### src/rtl/a2d_arb.sv
// Two-port arbiter for the shared A2D converter: port 0 has priority, port 1 is
// forced after STARVE_LIM back-to-back port-0 wins; conversions are watchdog-timed.
module a2d_arb #(
  parameter int TMO_W      = 13,
  parameter int TMO_CYC    = 5000,
  parameter int STARVE_LIM = 4
) (
  input  logic        clk,
  input  logic        rst_n,
  input  logic        req0,
  input  logic [2:0]  chnnl0,
  input  logic        req1,
  input  logic [2:0]  chnnl1,
  output logic        gnt0,
  output logic        gnt1,
  output logic        done0,
  output logic        done1,
  output logic        err0,
  output logic        err1,
  output logic [11:0] res,
  output logic        strt_cnv,
  output logic [2:0]  chnnl,
  input  logic        cnv_cmplt,
  input  logic [11:0] A2D_res
);

  typedef enum logic [1:0] {IDLE, START, CONV, GAP} state_t;

  localparam logic [TMO_W-1:0] TMO_LAST = TMO_W'(TMO_CYC - 1);
  localparam logic [2:0]       LIM      = 3'(STARVE_LIM);

  state_t            state_q, state_d;
  logic [TMO_W-1:0]  tmo_q, tmo_d;
  logic [2:0]        starve_q, starve_d;
  logic              gnt0_q, gnt0_d, gnt1_q, gnt1_d;
  logic              done0_q, done0_d, done1_q, done1_d;
  logic              err0_q, err0_d, err1_q, err1_d;
  logic              strt_q, strt_d;
  logic [2:0]        chnnl_q, chnnl_d;
  logic [11:0]       res_q, res_d;

  always_comb begin
    state_d  = state_q;
    tmo_d    = tmo_q;
    starve_d = starve_q;
    gnt0_d   = gnt0_q;
    gnt1_d   = gnt1_q;
    done0_d  = 1'b0;
    done1_d  = 1'b0;
    err0_d   = 1'b0;
    err1_d   = 1'b0;
    strt_d   = 1'b0;
    chnnl_d  = chnnl_q;
    res_d    = res_q;
    unique case (state_q)
      IDLE: begin
        // Port 0 wins unless port 1 has already been passed over LIM times in a row.
        if (req0 && (!req1 || starve_q < LIM)) begin
          gnt0_d   = 1'b1;
          chnnl_d  = chnnl0;
          starve_d = req1 ? starve_q + 3'd1 : 3'd0;
          strt_d   = 1'b1;
          state_d  = START;
        end else if (req1) begin
          gnt1_d   = 1'b1;
          chnnl_d  = chnnl1;
          starve_d = 3'd0;
          strt_d   = 1'b1;
          state_d  = START;
        end
      end
      START: begin
        tmo_d   = '0;
        state_d = CONV;
      end
      CONV: begin
        tmo_d = tmo_q + 1'b1;
        // The grant flops double as the owner record; completion beats timeout.
        if (cnv_cmplt) begin
          res_d   = A2D_res;
          done0_d = gnt0_q;
          done1_d = gnt1_q;
          gnt0_d  = 1'b0;
          gnt1_d  = 1'b0;
          state_d = GAP;
        end else if (tmo_q == TMO_LAST) begin
          err0_d  = gnt0_q;
          err1_d  = gnt1_q;
          gnt0_d  = 1'b0;
          gnt1_d  = 1'b0;
          state_d = GAP;
        end
      end
      GAP:     state_d = IDLE;
      default: state_d = IDLE;
    endcase
  end

  always_ff @(posedge clk or negedge rst_n) begin
    if (!rst_n) begin
      state_q  <= IDLE;
      tmo_q    <= '0;
      starve_q <= 3'd0;
      gnt0_q   <= 1'b0;
      gnt1_q   <= 1'b0;
      done0_q  <= 1'b0;
      done1_q  <= 1'b0;
      err0_q   <= 1'b0;
      err1_q   <= 1'b0;
      strt_q   <= 1'b0;
      chnnl_q  <= 3'd0;
      res_q    <= 12'h000;
    end else begin
      state_q  <= state_d;
      tmo_q    <= tmo_d;
      starve_q <= starve_d;
      gnt0_q   <= gnt0_d;
      gnt1_q   <= gnt1_d;
      done0_q  <= done0_d;
      done1_q  <= done1_d;
      err0_q   <= err0_d;
      err1_q   <= err1_d;
      strt_q   <= strt_d;
      chnnl_q  <= chnnl_d;
      res_q    <= res_d;
    end
  end

  assign gnt0     = gnt0_q;
  assign gnt1     = gnt1_q;
  assign done0    = done0_q;
  assign done1    = done1_q;
  assign err0     = err0_q;
  assign err1     = err1_q;
  assign strt_cnv = strt_q;
  assign chnnl    = chnnl_q;
  assign res      = res_q;

endmodule
### config.mk
export PLATFORM = sky130hd
export DESIGN_NAME = a2d_arb
export DESIGN_NICKNAME = d
export VERILOG_FILES = /design/src/rtl/a2d_arb.sv
export SDC_FILE = /design/constraint.sdc
export NUM_CORES = 1
export LEC_CHECK = 0
export BUFFER_PORTS_ARGS = -buffer_cell sky130_fd_sc_hd__buf_2
export CAP_MARGIN = 20
export CORE_UTILIZATION = 55
export DETAILED_ROUTE_END_ITERATION = 10
export GPL_TIMING_DRIVEN = 0
export PLACE_DENSITY_LB_ADDON = 0.12
export SKIP_LAST_GASP = 1
export SLEW_MARGIN = 20
export SYNTH_ARGS = -nofsm -noshare
export SYNTH_HDL_FRONTEND = slang
export SYNTH_SLANG_ARGS = --single-unit
### constraint.sdc
create_clock -name clk -period 3.4 [get_ports clk]
set_input_delay 0.51 -clock clk [delete_from_list [all_inputs] [get_ports clk]]
set_output_delay 0.51 -clock clk [all_outputs]
set_load 0.005 [all_outputs]
=== Word-level counts from Yosys, hierarchy flattened ===
Cells that the tools add are included.

* Add/subtract/negate cells: 2
* $mul: 0
* Div/mod/pow operators: 0
* $lt $le $gt $ge: 1
* Equality and inequality tests: 9
* Shift operators: 0
* Mux-type cells: 31
* Bitwise logic cells: 0
* Reductions and logical operators: 12

{| class="wikitable"
|+ Operators by type and width
! operator !! count
|-
| one-hot mux 13 bit (2 select lines) || 1
|-
| 2-to-1 mux 1 bit || 18
|-
| 2-to-1 mux 3 bit || 5
|-
| adder 13 x 1 -> 13 bit (second input constant) || 1
|-
| == test 13 bit (second input constant) || 1
|-
| 2-to-1 mux 2 bit || 4
|-
| one-hot mux 2 bit (4 select lines) || 1
|-
| inequality test 2 bit (second input constant) || 3
|-
| inequality test 3 bit (second input constant) || 2
|-
| AND reduction 2 bit || 3
|-
| nonzero test 2 bit || 3
|-
| == test 2 bit (second input constant) || 2
|-
| one-hot mux 1 bit (2 select lines) || 2
|-
| AND reduction 4 bit || 1
|-
| adder 3 x 1 -> 3 bit (second input constant) || 1
|-
| less-than comparator 3 bit (second input constant) || 1
|-
| AND reduction 3 bit || 1
|-
| == test 2 x 1 -> 1 bit (second input constant) || 1
|-
| zero test 2 bit || 1
|-
| logical AND 1 bit || 1
|-
| zero test 1 bit || 1
|-
| logical OR 1 bit || 1
|}

* Register bits after elaboration: 40
* Latch bits: 0
* Memory bits (writable): 0
* Bits in read-only memories: 0
* Input port bits: 23
* Output and inout bits: 22
* Word-level logic and storage cells: 67
* Memories kept: 0

=== Logic depth before layout (Yosys ltp) ===
* Depth after elaboration: 5
* Depth in mapped cells: 7

=== Least setup slack after synthesis ===
No wires, ideal clock.

* Path kind: reg2reg
* From: reg state_q[1]
* To: reg tmo_q[9]
* Setup time: 0.078 ns
* Data arrival time: 1.615 ns
* Setup slack: 1.707 ns
* Cell stages (with the launch flop): 7
* Path buffers: 0
* Clock period less this slack: 1.693 ns
* Path through: dfrtp_1 inv_1 ha_1 and4_4 nand3_4 or4_1 a21oi_1

* Cells in the longest elaborated chain, start to end: 2
* Elaborated cells on any way between the ends: 4
* Those cells by class: 2 x eq/ne; 1 x mux; 1 x reduce/logical

{| class="wikitable"
|+ RTL lines
! element !! RTL line !! RTL
|-
| from (decl) || 32 || <nowiki>state_t state_q, state_d;</nowiki>
|-
| from (signal assigned) || 114 || <nowiki>state_q <= state_d;</nowiki>
|-
| == test 2 bit or == test 2 x 1 -> 1 bit (tied branches) || 55 || <nowiki>unique case (state_q)</nowiki>
|-
| one-hot mux 13 bit (2 select lines) or nonzero test 2 bit (tied branches) || n/a ||
|-
| to (signal assigned) || 115 || <nowiki>tmo_q <= tmo_d;</nowiki>
|-
| to (decl) || 33 || <nowiki>logic [TMO_W-1:0] tmo_q, tmo_d;</nowiki>
|}

Several ways; a longest one is shown, not always the timed one.
A chain may end at the register's enable or synchronous reset.

=== Final worst setup path ===
Ends and elaborated chain as after synthesis.

==> impl_metrics.tcl <==
set metrics [dict create \
    drive_above_1_share 0.316 \
    setup_slack_ns 1.57 \
    grt_pass1_wl_um 5510 \
    first_pass_iters 4 \
    gp_congestion 0.763 \
    yosysWarningCount 0 \
    tightest_slew_ns 0.882 \
    cp-start-kind "flop" \
    grt_use_total 0.216 \
    cts_sinks 40 \
    timing.fmax_mhz 546 \
    end_kind "flop" \
    antenna_found_initial 0 \
    postRouteAntennaNets 0 \
    netlist_instances 159 \
    p_clk_frac 0.145 \
    comb_power_share 0.383 \
    ys_types 35 \
    core_sq_mm 0.00308 \
    skew_ns 0.00789 \
    mostFrequentLayoutCells "43 x buf_2, 40 x dfrtp_1, 14 x mux2_2" \
    setup_viol 0 \
    overflow 0 \
    wirelength_um 3360 \
    final_common_cell "buf_2" \
    syn_avg_cell_area_sq_um 11.4 \
    p_int_uw 973 \
    wl_per_cell_um 13.3 \
    insertedDiodeCount 0 \
    grt_max_degree 41 \
    clk_latency_ns 0.33 \
    cts_made_buffers 5 \
    hold_buffers 0 \
    fin_crit_sh 0.539 \
    clkTransAtPathRegs_ns 0.11 \
    p_switching_uw 513 \
    rows 20 \
    ios 45 \
    dp.cells 246 \
    maxCapViolCount 0 \
    ctsResizeCount 0 \
    ctsRootBufferMaster "clkbuf_4" \
    area_growth_syn_to_layout_pct 17.5 \
    drv_slew 0 \
    num_vias 1365 \
    tns_ns 0 \
    drt_iter0_markers 46 \
    final_hold_viol_count 0 \
    first_global_vias 1291 \
    p_per_area_mw_per_mm2 700 \
    seqPwrFrac 0.472 \
    dieArea_sq_mm 0.00352 \
    finalCriticalPeriod_ns 1.83 \
    post-route-drc-count 0 \
    relSlewSlack 0.412 \
    cts_htree_levels 2 \
    dp_slack_ns 1.58 \
    start_util 0.587 \
    p_leak_uw 0.00101 \
    clock_path_buffers 2 \
    cts_tree "yes" \
    worstPathRequired_ns 3.66 \
    path_max_fanout 4 \
    syn_area_sq_mm 0.00181 \
    stdcell_count 253 \
    die_x_um 59.3 \
    ys_ff_latch 40 \
    worst-setup-path-type "flop to flop" \
    ir_drop_mv 0.347 \
    hold_class "input port to asynchronous set/reset pin" \
    nets 237 \
    rsz0062_at_grt "false" \
    outcome "finished clean" \
    dp_hpwl_um 2490 \
    synth.net_count 187 \
    via_per_inst 5.40 \
    yosysSeqAreaShare 0.554 \
    postCtsSetupBuffers 0 \
    finish.utilization 0.690 \
    swShare 0.345 \
    worstPathArrival_ns 2.09 \
    die_h_um 59.3 \
    io_buffers 43 \
]
sequential cells by signal, indices dropped and copies added, names as in the netlist:
| register | cells |
|---|---|
| state_q | 2 |
| tmo_q | 13 |
| starve_q | 3 |
| res | 12 |
| chnnl | 3 |
| strt_cnv | 1 |
| err0 | 1 |
| done0 | 1 |
| gnt0 | 1 |
| done1 | 1 |
| gnt1 | 1 |
| err1 | 1 |
critical path, stage by stage, from the launching register on:
cell and delay, ns:
dfrtp_1 0.38, inv_1 0.07, ha_1 0.31, and4_4 0.28, nand3_4 0.09, or4_1 0.47
a21oi_1 0.16
layout make-up:
type	count	area, sq um
timing repair buffer	43	215
clock buffer	6	41.3
clock inverter	1	5.00
inverter	7	26.3
buffer	5	18.8
sequential	40	1000
fill	253	955
tap	44	55.1
multi-input combinational	107	761
metrics by stage:
| step | cell area [sq um] | total power (uW) | hold slack (ns) |
|---|---|---|---|
| floorplan | 1810 | 1070 | 0.214 |
| global placement | 2080 | 1250 | 0.459 |
| detailed placement | 2080 | 1290 | 0.467 |
| CTS | 2120 | 1500 | 0.295 |
| global route | 2120 | 1610 | 0.319 |
| finish | 2120 | 1490 | 0.290 |
logic make-up after synthesis:
logic type	Yosys count	share of synthesized area
compound gates	29	0.0956
xor+xnor	5	0.0242
fa+ha+maj	5	0.0346
buf+inv	12	0.0249
flops	40	0.554
mux	18	0.109
simple gates	50	0.157
power by group through the flow:
stage | sequential [uW] | clock [uW] | combinational (uW)
2_1_floorplan | 716 | 0 | 352
3_3_place_gp | 702 | 0 | 550
6_report | 701 | 216 | 569
4_1_cts | 703 | 228 | 572
3_5_place_dp | 714 | 0 | 571
5_1_grt | 722 | 247 | 638
path summary, 6_finish.rpt:
check | end | start | slack, ns | depth (start not counted)
max in group asynchronous | done1$_DFF_PN0_ | rst_n | 2.57 | 1
max reg2reg | tmo_q[9]$_DFFE_PN0P_ | state_q[1]$_DFFE_PN0P_ | 1.57 | 6
max | tmo_q[9]$_DFFE_PN0P_ | state_q[1]$_DFFE_PN0P_ | 1.57 | 6
min in group clk | res[7]$_DFFE_PN0P_ | A2D_res[7] | 0.40 | 2
min reg2reg | chnnl[0]$_DFFE_PN0P_ | chnnl[0]$_DFFE_PN0P_ | 0.49 | 2
min | chnnl[2]$_DFFE_PN0P_ | rst_n | 0.29 | 1
synth_stat cells:
| master | count | area (sq um) |
|---|---|---|
| and4_4 | 1 | 11.3 |
| o21ai_1 | 1 | 5.00 |
| nor4bb_1 | 1 | 10.0 |
| nand2b_1 | 1 | 6.26 |
| ha_1 | 5 | 62.6 |
| nand4_1 | 4 | 25.0 |
| a31oi_1 | 2 | 12.5 |
| or3_1 | 1 | 6.26 |
| and3_1 | 2 | 12.5 |
| inv_1 | 7 | 26.3 |
| mux2_2 | 14 | 158 |
| nor2b_1 | 2 | 12.5 |
| and2_1 | 3 | 18.8 |
| o21ai_0 | 11 | 55.1 |
| and4_2 | 1 | 10.0 |
| o32a_1 | 1 | 10.0 |
| nand2_1 | 12 | 45.0 |
| nor2_1 | 6 | 22.5 |
| a21boi_1 | 1 | 7.51 |
| clkbuf_1 | 5 | 18.8 |
| or4_1 | 2 | 15.0 |
| nor3b_1 | 1 | 7.51 |
| a21o_1 | 1 | 7.51 |
| a21oi_1 | 7 | 35.0 |
| o31ai_1 | 2 | 15.0 |
| nor4_1 | 3 | 18.8 |
| nand3_1 | 6 | 30.0 |
| a22o_1 | 2 | 17.5 |
| xor2_1 | 1 | 8.76 |
| nand3_4 | 1 | 17.5 |
| nor3_1 | 3 | 15.0 |
| dfrtp_1 | 40 | 1000 |
| xnor2_1 | 4 | 35.0 |
| a21boi_0 | 1 | 7.51 |
| mux2i_1 | 4 | 40.0 |
per-layer routing:
layer / wire length, um / vias to the layer above / global-route usage
met5: 0 / - / 0
met4: 19 / 0 / 0.0680
met3: 214 / 2 / 0.0764
met2: 1610 / 46 / 0.358
met1: 1510 / 650 / 0.263
li1: - / 667 / -
(Power assumes the default switching activity.)
